$ cat src/rtl/gelato_ifetch_pkg.sv
// Shared types and default widths for the gelato instruction fetch pipe.
package gelato_ifetch_pkg;

  localparam int unsigned DEF_ADDR_W  = 32;
  localparam int unsigned DEF_INST_W  = 32;
  localparam int unsigned DEF_WARP_W  = 5;
  localparam int unsigned DEF_SPLIT_W = 4;
  localparam int unsigned DEF_DEPTH   = 4;

  typedef enum logic [1:0] {
    SLOT_FREE   = 2'd0,
    SLOT_ISSUED = 2'd1,
    SLOT_DONE   = 2'd2
  } slot_state_t;

  // Default-width view of one slot; modules with other widths declare
  // an equivalent struct from their own parameters.
  typedef struct packed {
    slot_state_t              state;
    logic                     squash;
    logic [DEF_ADDR_W-1:0]    pc;
    logic [DEF_WARP_W-1:0]    warp;
    logic [DEF_SPLIT_W-1:0]   split;
    logic [DEF_INST_W-1:0]    inst;
  } slot_t;

endpackage

$ cat src/rtl/gelato_ifetch_slot_ring.sv
// Ring of in-flight fetch slots. Allocation at tail, completion by tag in
// any order, retirement strictly from head. Squashed slots drain silently.
module gelato_ifetch_slot_ring
  import gelato_ifetch_pkg::*;
#(
  parameter int unsigned ADDR_W  = DEF_ADDR_W,
  parameter int unsigned INST_W  = DEF_INST_W,
  parameter int unsigned WARP_W  = DEF_WARP_W,
  parameter int unsigned SPLIT_W = DEF_SPLIT_W,
  parameter int unsigned DEPTH   = DEF_DEPTH,
  localparam int unsigned TAG_W  = $clog2(DEPTH)
) (
  input  logic               clk,
  input  logic               rst_n,
  input  logic               i_en,
  input  logic               i_flush,
  input  logic               i_alloc,
  input  logic [ADDR_W-1:0]  i_alloc_pc,
  input  logic [WARP_W-1:0]  i_alloc_warp,
  input  logic [SPLIT_W-1:0] i_alloc_split,
  input  logic               i_cmpl_valid,
  input  logic [TAG_W-1:0]   i_cmpl_tag,
  input  logic [INST_W-1:0]  i_cmpl_data,
  input  logic               i_retire,
  output logic [TAG_W-1:0]   o_tail,
  output logic               o_full,
  output logic               o_head_valid,
  output logic [ADDR_W-1:0]  o_head_pc,
  output logic [WARP_W-1:0]  o_head_warp,
  output logic [SPLIT_W-1:0] o_head_split,
  output logic [INST_W-1:0]  o_head_inst,
  output logic               o_err_tag
);

  typedef struct packed {
    slot_state_t          state;
    logic                 squash;
    logic [ADDR_W-1:0]    pc;
    logic [WARP_W-1:0]    warp;
    logic [SPLIT_W-1:0]   split;
    logic [INST_W-1:0]    inst;
  } ring_slot_t;

  localparam logic [TAG_W-1:0] TAG_ONE    = TAG_W'(1);
  localparam logic [TAG_W:0]   CNT_ONE    = (TAG_W+1)'(1);
  localparam logic [TAG_W:0]   COUNT_FULL = (TAG_W+1)'(DEPTH);

  ring_slot_t       r_slot [DEPTH];
  logic [TAG_W-1:0] r_head;
  logic [TAG_W-1:0] r_tail;
  logic [TAG_W:0]   r_count;
  logic             r_err_tag;

  logic w_head_done;
  logic w_free_head;
  logic w_cmpl_hit;
  logic w_cmpl_stray;

  assign w_head_done  = (r_slot[r_head].state == SLOT_DONE);
  // A squashed head leaves without a decode handshake.
  assign w_free_head  = i_en && w_head_done && (r_slot[r_head].squash || i_retire);
  assign w_cmpl_hit   = i_cmpl_valid && (r_slot[i_cmpl_tag].state == SLOT_ISSUED);
  assign w_cmpl_stray = i_cmpl_valid && (r_slot[i_cmpl_tag].state == SLOT_FREE);

  assign o_tail       = r_tail;
  assign o_full       = (r_count == COUNT_FULL);
  assign o_head_valid = w_head_done && !r_slot[r_head].squash;
  assign o_head_pc    = r_slot[r_head].pc;
  assign o_head_warp  = r_slot[r_head].warp;
  assign o_head_split = r_slot[r_head].split;
  assign o_head_inst  = r_slot[r_head].inst;
  assign o_err_tag    = r_err_tag;

  // Slot array: flush marks, completion capture, head free, tail allocate.
  // The four writers touch disjoint slots/fields, so ordering is cosmetic.
  always_ff @(posedge clk or negedge rst_n) begin
    if (!rst_n) begin
      for (int i = 0; i < int'(DEPTH); i++) begin
        r_slot[i] <= '0;
      end
    end else if (i_en) begin
      if (i_flush) begin
        for (int i = 0; i < int'(DEPTH); i++) begin
          if (r_slot[i].state != SLOT_FREE) begin
            r_slot[i].squash <= 1'b1;
          end
        end
      end
      if (w_cmpl_hit) begin
        r_slot[i_cmpl_tag].state <= SLOT_DONE;
        r_slot[i_cmpl_tag].inst  <= i_cmpl_data;
      end
      if (w_free_head) begin
        r_slot[r_head].state <= SLOT_FREE;
      end
      if (i_alloc) begin
        r_slot[r_tail].state  <= SLOT_ISSUED;
        r_slot[r_tail].squash <= 1'b0;
        r_slot[r_tail].pc     <= i_alloc_pc;
        r_slot[r_tail].warp   <= i_alloc_warp;
        r_slot[r_tail].split  <= i_alloc_split;
      end
    end
  end

  // Head/tail pointers and occupancy count.
  always_ff @(posedge clk or negedge rst_n) begin
    if (!rst_n) begin
      r_head  <= '0;
      r_tail  <= '0;
      r_count <= '0;
    end else if (i_en) begin
      if (i_alloc) begin
        r_tail <= r_tail + TAG_ONE;
      end
      if (w_free_head) begin
        r_head <= r_head + TAG_ONE;
      end
      if (i_alloc && !w_free_head) begin
        r_count <= r_count + CNT_ONE;
      end else if (!i_alloc && w_free_head) begin
        r_count <= r_count - CNT_ONE;
      end
    end
  end

  // Sticky flag for responses that name a slot with nothing in flight.
  always_ff @(posedge clk or negedge rst_n) begin
    if (!rst_n) begin
      r_err_tag <= 1'b0;
    end else if (i_en && w_cmpl_stray) begin
      r_err_tag <= 1'b1;
    end
  end

endmodule

$ cat src/rtl/gelato_inst_fetch_pipe.sv
// Multi-outstanding instruction fetch: accepts warp PCs, issues tagged
// I-cache requests, delivers instructions to decode in request order.
module gelato_inst_fetch_pipe
  import gelato_ifetch_pkg::*;
#(
  parameter int unsigned ADDR_W  = DEF_ADDR_W,
  parameter int unsigned INST_W  = DEF_INST_W,
  parameter int unsigned WARP_W  = DEF_WARP_W,
  parameter int unsigned SPLIT_W = DEF_SPLIT_W,
  parameter int unsigned DEPTH   = DEF_DEPTH,
  localparam int unsigned TAG_W  = $clog2(DEPTH)
) (
  input  logic               clk,
  input  logic               rst_n,
  input  logic               i_rdy,
  input  logic               i_flush,
  input  logic               i_pc_valid,
  output logic               o_pc_ready,
  input  logic [ADDR_W-1:0]  i_pc_addr,
  input  logic [WARP_W-1:0]  i_pc_warp,
  input  logic [SPLIT_W-1:0] i_pc_split,
  output logic               o_mem_req_valid,
  input  logic               i_mem_req_ready,
  output logic [ADDR_W-1:0]  o_mem_req_addr,
  output logic [TAG_W-1:0]   o_mem_req_tag,
  input  logic               i_mem_rsp_valid,
  input  logic [TAG_W-1:0]   i_mem_rsp_tag,
  input  logic [INST_W-1:0]  i_mem_rsp_data,
  output logic               o_out_valid,
  input  logic               i_out_ready,
  output logic [ADDR_W-1:0]  o_out_pc,
  output logic [WARP_W-1:0]  o_out_warp,
  output logic [SPLIT_W-1:0] o_out_split,
  output logic [INST_W-1:0]  o_out_inst,
  output logic               o_err_tag
);

  logic               r_req_valid;
  logic [ADDR_W-1:0]  r_req_addr;
  logic [TAG_W-1:0]   r_req_tag;

  logic               w_full;
  logic [TAG_W-1:0]   w_tail;
  logic               w_head_valid;
  logic               w_pc_ready;
  logic               w_alloc;
  logic               w_retire;

  // rst_n is folded in so the scheduler sees no ready while held in reset.
  assign w_pc_ready = rst_n && i_rdy && !i_flush && !w_full &&
                      (!r_req_valid || i_mem_req_ready);
  assign w_alloc    = i_pc_valid && w_pc_ready;
  assign w_retire   = i_rdy && w_head_valid && i_out_ready;

  assign o_pc_ready      = w_pc_ready;
  assign o_mem_req_valid = r_req_valid;
  assign o_mem_req_addr  = r_req_addr;
  assign o_mem_req_tag   = r_req_tag;
  assign o_out_valid     = w_head_valid;

  // Issue register: loaded on allocate, dropped once the cache takes it.
  always_ff @(posedge clk or negedge rst_n) begin
    if (!rst_n) begin
      r_req_valid <= 1'b0;
      r_req_addr  <= '0;
      r_req_tag   <= '0;
    end else if (i_rdy) begin
      if (w_alloc) begin
        r_req_valid <= 1'b1;
        r_req_addr  <= i_pc_addr;
        r_req_tag   <= w_tail;
      end else if (i_mem_req_ready) begin
        r_req_valid <= 1'b0;
      end
    end
  end

  gelato_ifetch_slot_ring #(
    .ADDR_W  (ADDR_W),
    .INST_W  (INST_W),
    .WARP_W  (WARP_W),
    .SPLIT_W (SPLIT_W),
    .DEPTH   (DEPTH)
  ) u_ring (
    .clk           (clk),
    .rst_n         (rst_n),
    .i_en          (i_rdy),
    .i_flush       (i_flush),
    .i_alloc       (w_alloc),
    .i_alloc_pc    (i_pc_addr),
    .i_alloc_warp  (i_pc_warp),
    .i_alloc_split (i_pc_split),
    .i_cmpl_valid  (i_mem_rsp_valid),
    .i_cmpl_tag    (i_mem_rsp_tag),
    .i_cmpl_data   (i_mem_rsp_data),
    .i_retire      (w_retire),
    .o_tail        (w_tail),
    .o_full        (w_full),
    .o_head_valid  (w_head_valid),
    .o_head_pc     (o_out_pc),
    .o_head_warp   (o_out_warp),
    .o_head_split  (o_out_split),
    .o_head_inst   (o_out_inst),
    .o_err_tag     (o_err_tag)
  );

endmodule

$ cat config.mk
export PLATFORM = sky130hd
export DESIGN_NAME = gelato_inst_fetch_pipe
export DESIGN_NICKNAME = d
export VERILOG_FILES = /design/src/rtl/gelato_ifetch_pkg.sv /design/src/rtl/gelato_ifetch_slot_ring.sv /design/src/rtl/gelato_inst_fetch_pipe.sv
export SDC_FILE = /design/constraint.sdc
export NUM_CORES = 1
export LEC_CHECK = 0
export ABC_AREA = 1
export CORE_ASPECT_RATIO = 1.2
export CORE_MARGIN = 2
export CORE_UTILIZATION = 50
export CTS_CLUSTER_DIAMETER = 200
export DETAILED_ROUTE_END_ITERATION = 10
export GPL_ROUTABILITY_DRIVEN = 1
export GPL_TIMING_DRIVEN = 0
export PLACE_DENSITY = 0.84
export SLEW_MARGIN = 0
export SYNTH_ARGS = -nofsm -noshare
export SYNTH_HDL_FRONTEND = slang
export SYNTH_SLANG_ARGS = --single-unit
$ cat constraint.sdc
create_clock -name clk -period 5.3 [get_ports clk]
set_input_delay 0.795 -clock clk [delete_from_list [all_inputs] [get_ports clk]]
set_output_delay 0.795 -clock clk [all_outputs]
set_load 0.01 [all_outputs]
[Yosys cells after proc, flatten, opt, wreduce, memory -nomap -nowiden]
Index checks and enable logic that the tools add are counted.
Storage, ports and cells
  register bits after elaboration: 347
  latch bits: 0
  memory bits (writable): 0
  bits in read-only memories: 0
  input bits: 83
  output and inout port bits: 111
  logic and storage cells: 135
  memories: 0
Operators by class
  add/subtract/negate cells: 4
  multiply operators: 0
  div/mod/pow operators: 0
  $lt $le $gt $ge: 6
  equality and inequality tests: 3
  shift-type cells: 0
  muxes and demuxes: 51
  bitwise gates (word level): 3
  reduce and logical (&&, ||, !) cells: 37
Operators with widths (number)
  bitwise mux 304 bit: 8
  2-to-1 mux 304 bit: 5
  demux 76 bit (select 2 bit): 8
  2-to-1 mux 76 bit: 7
  binary-select mux 76 bit (select 2 bit): 2
  2-to-1 mux 74 bit: 1
  2-to-1 mux 73 bit: 1
  2-to-1 mux 41 bit: 1
  2-to-1 mux 36 bit: 1
  2-to-1 mux 32 bit: 1
  logical AND 1 bit: 18
  2-to-1 mux 1 bit: 14
  nonzero test 2 bit: 6
  greater-or-equal comparator 3 bit (second input constant): 3
  less-than comparator 3 x 1 -> 1 bit (second input constant): 3
  NOT 2 -> 3 bit: 3
  AND reduction 2 bit: 4
  zero test 1 bit: 6
  2-to-1 mux 3 bit: 2
  adder 2 x 1 -> 2 bit (second input constant): 2
  adder 3 x 1 -> 3 bit (second input constant): 1
  == test 3 bit (second input constant): 1
  subtractor 3 x 1 -> 3 bit (second input constant): 1
  == test 2 x 1 -> 1 bit (second input constant): 1
  3 further kinds: 4

[Logic depth before layout (Yosys ltp)]
Gate-level depths: netlist (run 1).
  depth after elaboration: 18
  gate-level depth with buffers: 14
  depth with buffers taken out: 13

[Cells and area by module]
Synthesis (run 1) repeated with hierarchy kept, for this count alone.
Second synthesis, totals
  cells, all modules: 1766
  area, all modules: 15347.2 µm²
By module, submodules not included
  gelato_ifetch_slot_ring: instances 1, cells each 1598, area an instance 13735.7 µm², sequential area each 7807.5 µm²
  gelato_inst_fetch_pipe: instances 1, cells each 168, area an instance 1611.5 µm², sequential area each 875.8 µm²

[Worst setup path after synthesis (run 1)]
No wires, ideal clock.
  kind: input-to-reg
  start: input port i_rdy
  end: register u_ring.r_count[2]
  setup time: 0.128 ns
  arrival: 2.631 ns
  data required time: 5.172 ns
  slack: 2.542 ns
  stages: 14
  buffers on the path: 2
  cells stage by stage: buf_4 > nand3b_2 > nor2_2 > nand2_1 > inv_2 > nand2_4 > clkinv_2 > buf_4 > ha_1 > inv_1 > fa_1 > o21ai_0 > a21oi_1 > xor2_1
On the way
  word-level cells in the longest chain between the ends: 9
  elaborated cells on any way between the ends: 17
  classes of those cells: mux (1); reduce/logical (16)
RTL lines
  start: declaration: RTL line gelato_inst_fetch_pipe.sv:15  | input logic i_rdy,
  logical AND 1 bit (*) (4 in series): RTL line gelato_inst_fetch_pipe.sv:50  | assign w_pc_ready = rst_n && i_rdy && !i_flush && !w_full &&
  named net o_pc_ready: RTL line gelato_inst_fetch_pipe.sv:18  | output logic o_pc_ready,
  logical AND 1 bit (*): RTL line gelato_inst_fetch_pipe.sv:52  | assign w_alloc = i_pc_valid && w_pc_ready;
  named net u_ring.i_alloc: RTL line gelato_ifetch_slot_ring.sv:17  | input logic i_alloc,
  zero test 1 bit: RTL line gelato_ifetch_slot_ring.sv:121  | end else if (!i_alloc && w_free_head) begin
  logical AND 1 bit: RTL line gelato_ifetch_slot_ring.sv:121
  nonzero test 2 bit (no line)
  AND reduction 2 bit (no line)
  end signal: assignment: RTL line gelato_ifetch_slot_ring.sv:120  | r_count <= r_count + CNT_ONE;
  end signal: assignment: RTL line gelato_ifetch_slot_ring.sv:122  | r_count <= r_count - CNT_ONE;
  end: declaration: RTL line gelato_ifetch_slot_ring.sv:51  | logic [TAG_W:0] r_count;
The timed path passes the listed nets; every way through them passes the cells marked *.
A chain may end at the register's enable or synchronous reset.

[Worst setup path after layout (run 1)]
  start: register u_ring.r_head[0]
  end: output port o_out_pc[24]
On the way
  word-level cells in the longest chain between the ends: 4
RTL lines
  start: declaration: RTL line gelato_ifetch_slot_ring.sv:49  | logic [TAG_W-1:0] r_head;
  start signal: assignment: RTL line gelato_ifetch_slot_ring.sv:117  | r_head <= r_head + TAG_ONE;
  NOT 2 -> 3 bit (implied by the code): RTL line gelato_ifetch_slot_ring.sv:68  | assign o_head_pc = r_slot[r_head].pc;
  binary-select mux 76 bit (select 2 bit): RTL line gelato_ifetch_slot_ring.sv:68
  2-to-1 mux 76 bit (2 in series)
  end: declaration: RTL line gelato_inst_fetch_pipe.sv:31  | output logic [ADDR_W-1:0] o_out_pc,
No other way between the ends. The select of a mux whose other input is x is not followed.

==> summary.md, run 1 <==
| Metric | Value |
|---|---|
| Die Span X | `around 160 um` |
| Via count | `between 10000 and 15000` |
| Fmax | `roughly 0.23 GHz` |
| Fill cell count | `2509` |
| Top cell type by total area after synthesis | `dfrtp_1` |
| TritonCTS clock tree | `yes` |
| Worst r2r dst | `u_ring.r_count[2]` |
| R2R depth | `12` |
| Clk network pwr share | `between 20% and 30%` |
| Detail Route Antenna Nets | `0` |
| Largest net degree at the start of global routing | `between 100 and 150` |
| Commonest non-fill, non-tap cell in the layout | `nand2_1` |
| TNS Setup | `0 ns` |
| Worst setup EP type | `output pin` |
| Final Cell Area | `about 19000 um2` |
| Net Sw Frac | `roughly two fifths` |
| Initial antenna violation count | `2` |
| Final WL | `roughly 50000 um` |
| Worst EP arrival | `roughly 3.5 ns` |
| Remaining Overflow, GRT | `0` |
| Synth top area cells | `dfrtp_1 56%, nand2_1 15%, o21ai_0 7.0%` |
| Ys flop type | `dfrtp_1` |
| Chip Height | `197 um` |
| Max IR drop VDD | `between 0.3 and 0.4 mV` |
| Post-synth EDFFs | `0` |
| CP max FO | `10` |
| Final setup viols | `0` |
| CTS clk-pin slew, worst paths | `0.06 ns` |
| Longest Clk Path Bufs | `3` |
| Highest layer used for signal routing | `met4` |
| Routability cong. | `about 0.93` |
| Clk sinks | `approximately 350` |
| Insertion delay to the later sink of the worst-skew pair | `0.52 ns` |
| Yosys warns | `0` |
| Hold Buf Count CTS | `0` |
| First-pass GRT wire length | `76500 um` |
| Asr flop ratio synth | `100%` |
| Share of power burned in combinational logic | `42.5%` |
| Layout cell share with drive strength beyond 1 | `7.79%` |
| Worst reg-to-reg setup slack | `2.50 ns` |
| Final Skew | `roughly 0.020 ns` |
| Drt drc | `0` |
| Met3 wire len | `5390 um` |
| Placed inst area | `around 18000 um2` |
| Mapped Cells | `between 1500 and 2000` |
| Syn nets | `about 1900` |
| Synthesis-to-finish area growth | `23.2%` |
| Max_cap viols | `0` |
| Yosys reg bits | `~350` |
| Power Dens Cells | `638 nW/um2` |
| Worst Hold Class | `in2async` |
| Pwr Total | `12.2 mW` |
| Number of vias per cell | `5.87` |
| Hold Vio Cnt, Final | `0` |
| Core Rows | `70` |
| Worst flop-to-flop path startpoint | `u_ring.r_head[0]` |
| Final period util | `between 80% and 90%` |
| Number of global-route vias before repair | `approximately 14000` |
| Initial DRC count | `~2000` |
| Core area | `between 30000 and 40000 um2` |
| Synth cell types | `32` |
| DR WL met2 | `around 24000 um` |
| Met1 WL | `18600 um` |
| Area share of the largest cell type after synthesis | `between 50% and 60%` |
| Relative slew slack | `about 32%` |
| H-tree levels | `2` |
| Crit Path Category | `reg2out` |
| Die footprint | `between 30000 and 40000 um2` |
| Root Driver | `clkbuf_16` |
| Reg power frac | `between 30% and 40%` |
| # IOs | `between 150 and 200` |
| Nets@finish | `about 2100` |
| Status | `finished, final reports clean` |
| Pleak | `about 9.2 nW` |
| Resized cells post-CTS | `0` |
| Drt wl/cell | `about 20 um` |
| Critical Path RT | `between 4 and 5 ns` |
| Critical path launch point type | `flip-flop` |
| RSZ-0062 raised after global routing | `false` |
| Port bufs | `190` |
| P_sw | `between 4 and 5 mW` |
| Post-CTS setup buffers | `0` |
| Mapped cell area | `about 16000 um2` |
| Drt pass-1 iters | `6` |
| Worst Setup EP | `o_out_pc[24]` |
| Min cycle time layout | `around 4.3 ns` |
| CP startpoint | `u_ring.r_head[0]` |
| Pint | `about 7.4 mW` |
| Hpwl dp | `roughly 34000 um` |
| CTS buffer count | `35` |
| GRT Total Usage | `a little under a third` |
| Most frequent cells in the layout | `614 x nand2_1, 347 x dfrtp_1, 218 x o21ai_0, 189 x clkdlybuf4s50_1, 151 x nor2_1` |
| Avg Inst Size Synth | `approximately 8.6 um2` |
| Worst-Margin Slew | `between 1 and 1.5 ns` |
| Starting Density | `about 51%` |
| Max Slew Vio Count | `0` |
| Register area share after synthesis | `about 56%` |
[cell usage after synthesis (3+ instances only)]
library cell	n
nor2_1	151
nand4_4	4
o21ai_1	90
inv_1	82
xor2_1	4
dfrtp_1	347
o22ai_1	71
buf_2	10
nand2_1	614
ha_1	9
o21ai_2	50
nand4_1	4
clkbuf_1	75
a22oi_1	3
a21oi_1	12
nand3_1	26
o21ai_0	218
nor2_2	3
buf_6	25
[sequential cells by signal, summed over array words and instances (netlist names)]
register and cells:
o_mem_req_tag 2, u_ring.r_head 2, u_ring.o_tail 2, u_ring.r_slot 304, o_mem_req_valid 1, u_ring.r_count 3, u_ring.o_err_tag 1, o_mem_req_addr 32
[power groups by stage]
stage | logic [mW] | registers (mW) | clock network, mW
after global placement | 4.92 | 4.45 | 0
after floorplan | 2.75 | 4.37 | 0
after global routing | 5.65 | 4.60 | 2.63
after CTS | 5.13 | 4.47 | 2.52
final | 5.20 | 4.50 | 2.52
after detailed placement | 5.07 | 4.49 | 0
[worst max-delay path, stage by stage, from the launching register on]
cell and delay (ns):
dfrtp_1 0.48, buf_2 0.28, clkbuf_1 0.50, clkbuf_1 0.82
nor2_1 0.12, o22ai_1 0.24, clkdlybuf4s50_1 0.58
[logic make-up after synthesis]
logic type,after synthesis,synth area share [%]
buffers and inverters,201,6.20
and+or+nand+nor,808,20.6
adders and majority gates,10,0.854
AOI/OAI and AO/OA,446,16.2
xor gates and xnor gates,4,0.225
DFF,347,55.9
[how the worst min path moves through the flow]
stage | startpoint | depth (start not counted) | slack (ns) | end
CTS | rst_n | 1 | 0.34 | u_ring.o_err_tag
global placement | u_ring.o_err_tag | 1 | 0.45 | u_ring.o_err_tag
global route | rst_n | 1 | 0.35 | o_mem_req_addr[8]
detailed placement | u_ring.o_err_tag | 1 | 0.45 | u_ring.o_err_tag
finish | rst_n | 1 | 0.29 | u_ring.o_err_tag
floorplan | u_ring.r_count[2] | 1 | 0.44 | u_ring.r_count[2]
[per-stage QoR]
step	hold WS, ns	util, %	setup slack [ns]	instances
global route	0.355	62.6	0.863	2465
finish	0.293	62.6	0.961	2465
detailed placement	0.450	58.9	1.69	2404
global placement	0.447	58.7	-11.25	2402
CTS	0.336	62.6	1.12	2463
floorplan	0.442	-	2.54	1816
[layer usage]
metal  GRT usage (%)  vias up
met1            38.8     6974
met2            50.3      937
li1                -     6365
met4            15.1        0
met3            6.34      184
met5               0        -
[final cells by class]
class                   count  area, um2  area share (%)
clock inverters            13        161           0.843
well taps                 396        495            2.59
multi-input cells        1268       5890            30.8
repair buffers            192       1960            10.2
flip-flops and latches    347       8680            45.3
diodes                      2       5.00          0.0261
inverters                  87        328            1.71
clock buffers              46        988            5.16
plain buffers             114        636            3.32
(Power assumes the default switching activity.)
==> run 2: changes to the inputs <==
PLACE_DENSITY = 0.87   (was 0.84)
clock period = 3.9 ns   (was 5.3 ns; I/O delays follow)
==> run 2 against run 1 <==
  * Sequential share of layout area fell by 0.16 points
  * Sequential power up 36%
  * First-iteration DRC count down 4.9%
  * Clock skew shrank 0.0055 ns
  * Critical path type unchanged
  * Sequential cell count is the same
  * Power grew 36%
  * Worst setup slack got worse by 0.91 ns
  * Critical endpoint is now o_out_warp[4]
==> summary.md, run 2 (synthesis gave the netlist of run 1 again) <==
| Metric | Value |
|---|---|
| Status | `finished, final reports clean` |
| Crit path buffers/inverters | `4` |
| Pleak | `a little over 9 nW` |
| Chip Height | `between 150 and 200 um` |
| P_sw | `about 6.5 mW` |
| Remaining Overflow, GRT | `0` |
| # IOs | `~190` |
| Max IR drop VDD | `around 0.46 mV` |
| Final period util | `98.7%` |
| Initial antenna violation count | `2` |
| Routability cong. | `just over 0.9` |
| Final Skew | `0.0144 ns` |
| Drt wl/cell | `20.7 um` |
| Setup WS pre-CTS | `roughly 0.34 ns` |
| Initial DRC count | `1847` |
| Cell mode on critical path | `clkbuf_1` |
| Crit-path slowest cell | `clkdlybuf4s50_1` |
| Worst Hold Class | `reg2reg` |
| Final WL | `approximately 50000 um` |
| Worst flop-to-flop path startpoint | `u_ring.r_head[0]` |
| Post-CTS setup buffers | `0` |
| Worst EP arrival | `about 3.3 ns` |
| Longest Clk Path Bufs | `3` |
| Min cycle time layout | `3.85 ns` |
| Power Dens Cells | `867 nW/um2` |
| Via count | `14600` |
| Relative slew slack | `around two fifths` |
| Cell Chain, Critical Path | `clkinv_1, clkbuf_1, clkbuf_1, nor2_1, o22ai_1, clkdlybuf4s50_1` |
| Nets@finish | `2142` |
| Share of power burned in combinational logic | `between 40% and 50%` |
| Core area | `roughly 30000 um2` |
| CP delay by family, top | `buffers and inverters` |
| Largest net degree at the start of global routing | `between 100 and 150` |
| Largest register FFs | `approximately 300` |
| Worst min-delay path startpoint | `u_ring.o_err_tag` |
| Cell Count, Final, Fillers Out | `roughly 2500` |
| Layout cell share with drive strength beyond 1 | `8.55%` |
| Number of global-route vias before repair | `approximately 15000` |
| Hpwl dp | `~34000 um` |
| Max Slew Vio Count | `0` |
| Drt drc | `0` |
| Max_cap viols | `0` |
| CP startpoint | `u_ring.r_head[0]` |
| Root Driver | `clkbuf_16` |
| Insertion delay to the later sink of the worst-skew pair | `0.52 ns` |
| Fill cell count | `between 2000 and 2500` |
| Synthesis-to-finish area growth | `23.7%` |
| Hold Vio Cnt, Final | `0` |
| Crit Path Category | `reg2out` |
| Number of vias per cell | `a little under 6` |
| Die footprint | `roughly 33000 um2` |
| Final setup viols | `0` |
| Worst-Margin Slew | `just under 0.9 ns` |
| TritonCTS clock tree | `yes` |
| Most frequent cells in the layout | `614 x nand2_1, 347 x dfrtp_1, 218 x o21ai_0, 189 x clkdlybuf4s50_1, 151 x nor2_1` |
| Detail Route Antenna Nets | `0` |
| Worst path max stage delay | `~0.62 ns` |
| Die Span X | `165 um` |
| Core Rows | `70` |
| GRT Total Usage | `a little under a third` |
| Critical Path RT | `3.31 ns` |
| CP max FO | `10` |
| Worst reg-to-reg setup slack | `about 1.1 ns` |
| Reg with most FFs | `u_ring.r_slot` |
| Setup ws final | `roughly 0.049 ns` |
| Net Sw Frac | `about two fifths` |
| Reg power frac | `a little under two fifths` |
| First-pass GRT wire length | `just under 80000 um` |
| H-tree levels | `2` |
| Register area | `8680 um2` |
| CTS buffer count | `36` |
| CTS clk-pin slew, worst paths | `0.06 ns` |
| Footprint of the multi-input gates | `around 6000 um2` |
| Clk network pwr share | `between 20% and 30%` |
| Fmax | `around 0.26 GHz` |
| Drt pass-1 iters | `6` |
| Clk sinks | `between 300 and 400` |
| Commonest non-fill, non-tap cell in the layout | `nand2_1` |
| Port bufs | `190` |
| Worst setup EP type | `output pin` |
| Placed Cells | `between 2000 and 2500` |
| Starting Density | `approximately half` |
| Pint | `10.1 mW` |
| Critical path launch point type | `flip-flop` |
-- run 2: path summary, 6_finish.rpt --
path,end,depth (start not counted)
max,o_out_warp[4],6
min,u_ring.o_err_tag,1
max reg2reg,u_ring.r_count[2],11
min reg2reg,u_ring.o_err_tag,1
max in group asynchronous,u_ring.r_slot[296],4
min in group asynchronous,u_ring.r_slot[156],2
-- run 2: per-stage QoR --
step                instance area, um2  setup TNS [ns]  util (%)  hold slack [ns]  total power, mW
global placement                 17900        -6477.77      58.7            0.451             12.7
finish                           19200               0      62.9            0.469             16.7
global route                     19200        -0.00116      62.9            0.479             17.5
floorplan                        15500               0         -            0.289             9.67
CTS                              19200               0      62.7            0.474             16.5
detailed placement               18000               0      59.0            0.460             13.0
-- run 2: metal layers --
layer / wire, um / vias to the layer above / track usage, %
li1: - / 6391 / -
met1: 18300 / 6970 / 38.7
met2: 24400 / 1025 / 51.7
met3: 5580 / 209 / 7.56
met4: 2770 / 0 / 16.4
met5: 0 / - / 0
-- run 2: layout make-up --
cell class                 count  share of cell area, %
sequential                   347                   45.2
multi-input combinational   1268                   30.7
timing repair buffer         195                   10.5
clock buffer                  48                   5.35
buffer                       114                   3.41
tap                          396                   2.58
inverter                      87                   1.71
clock inverter                10                  0.566
antenna                        2                 0.0260
-- run 2: power groups by stage --
stage / logic [mW] / registers (mW) / clock network (mW)
floorplan: 3.73 / 5.94 / 0
global placement: 6.69 / 6.04 / 0
detailed placement: 6.91 / 6.09 / 0
CTS: 7.03 / 6.07 / 3.38
global route: 7.75 / 6.27 / 3.52
finish: 7.16 / 6.12 / 3.37
-- run 2: timing repair --
action	4_1_cts	5_1_grt
endpoints found under the setup margin	20	32
hold buffers	1	0
endpoints found under the hold margin	9	0
resized for setup	7	15
gates cloned	0	1
pin swaps	0	0
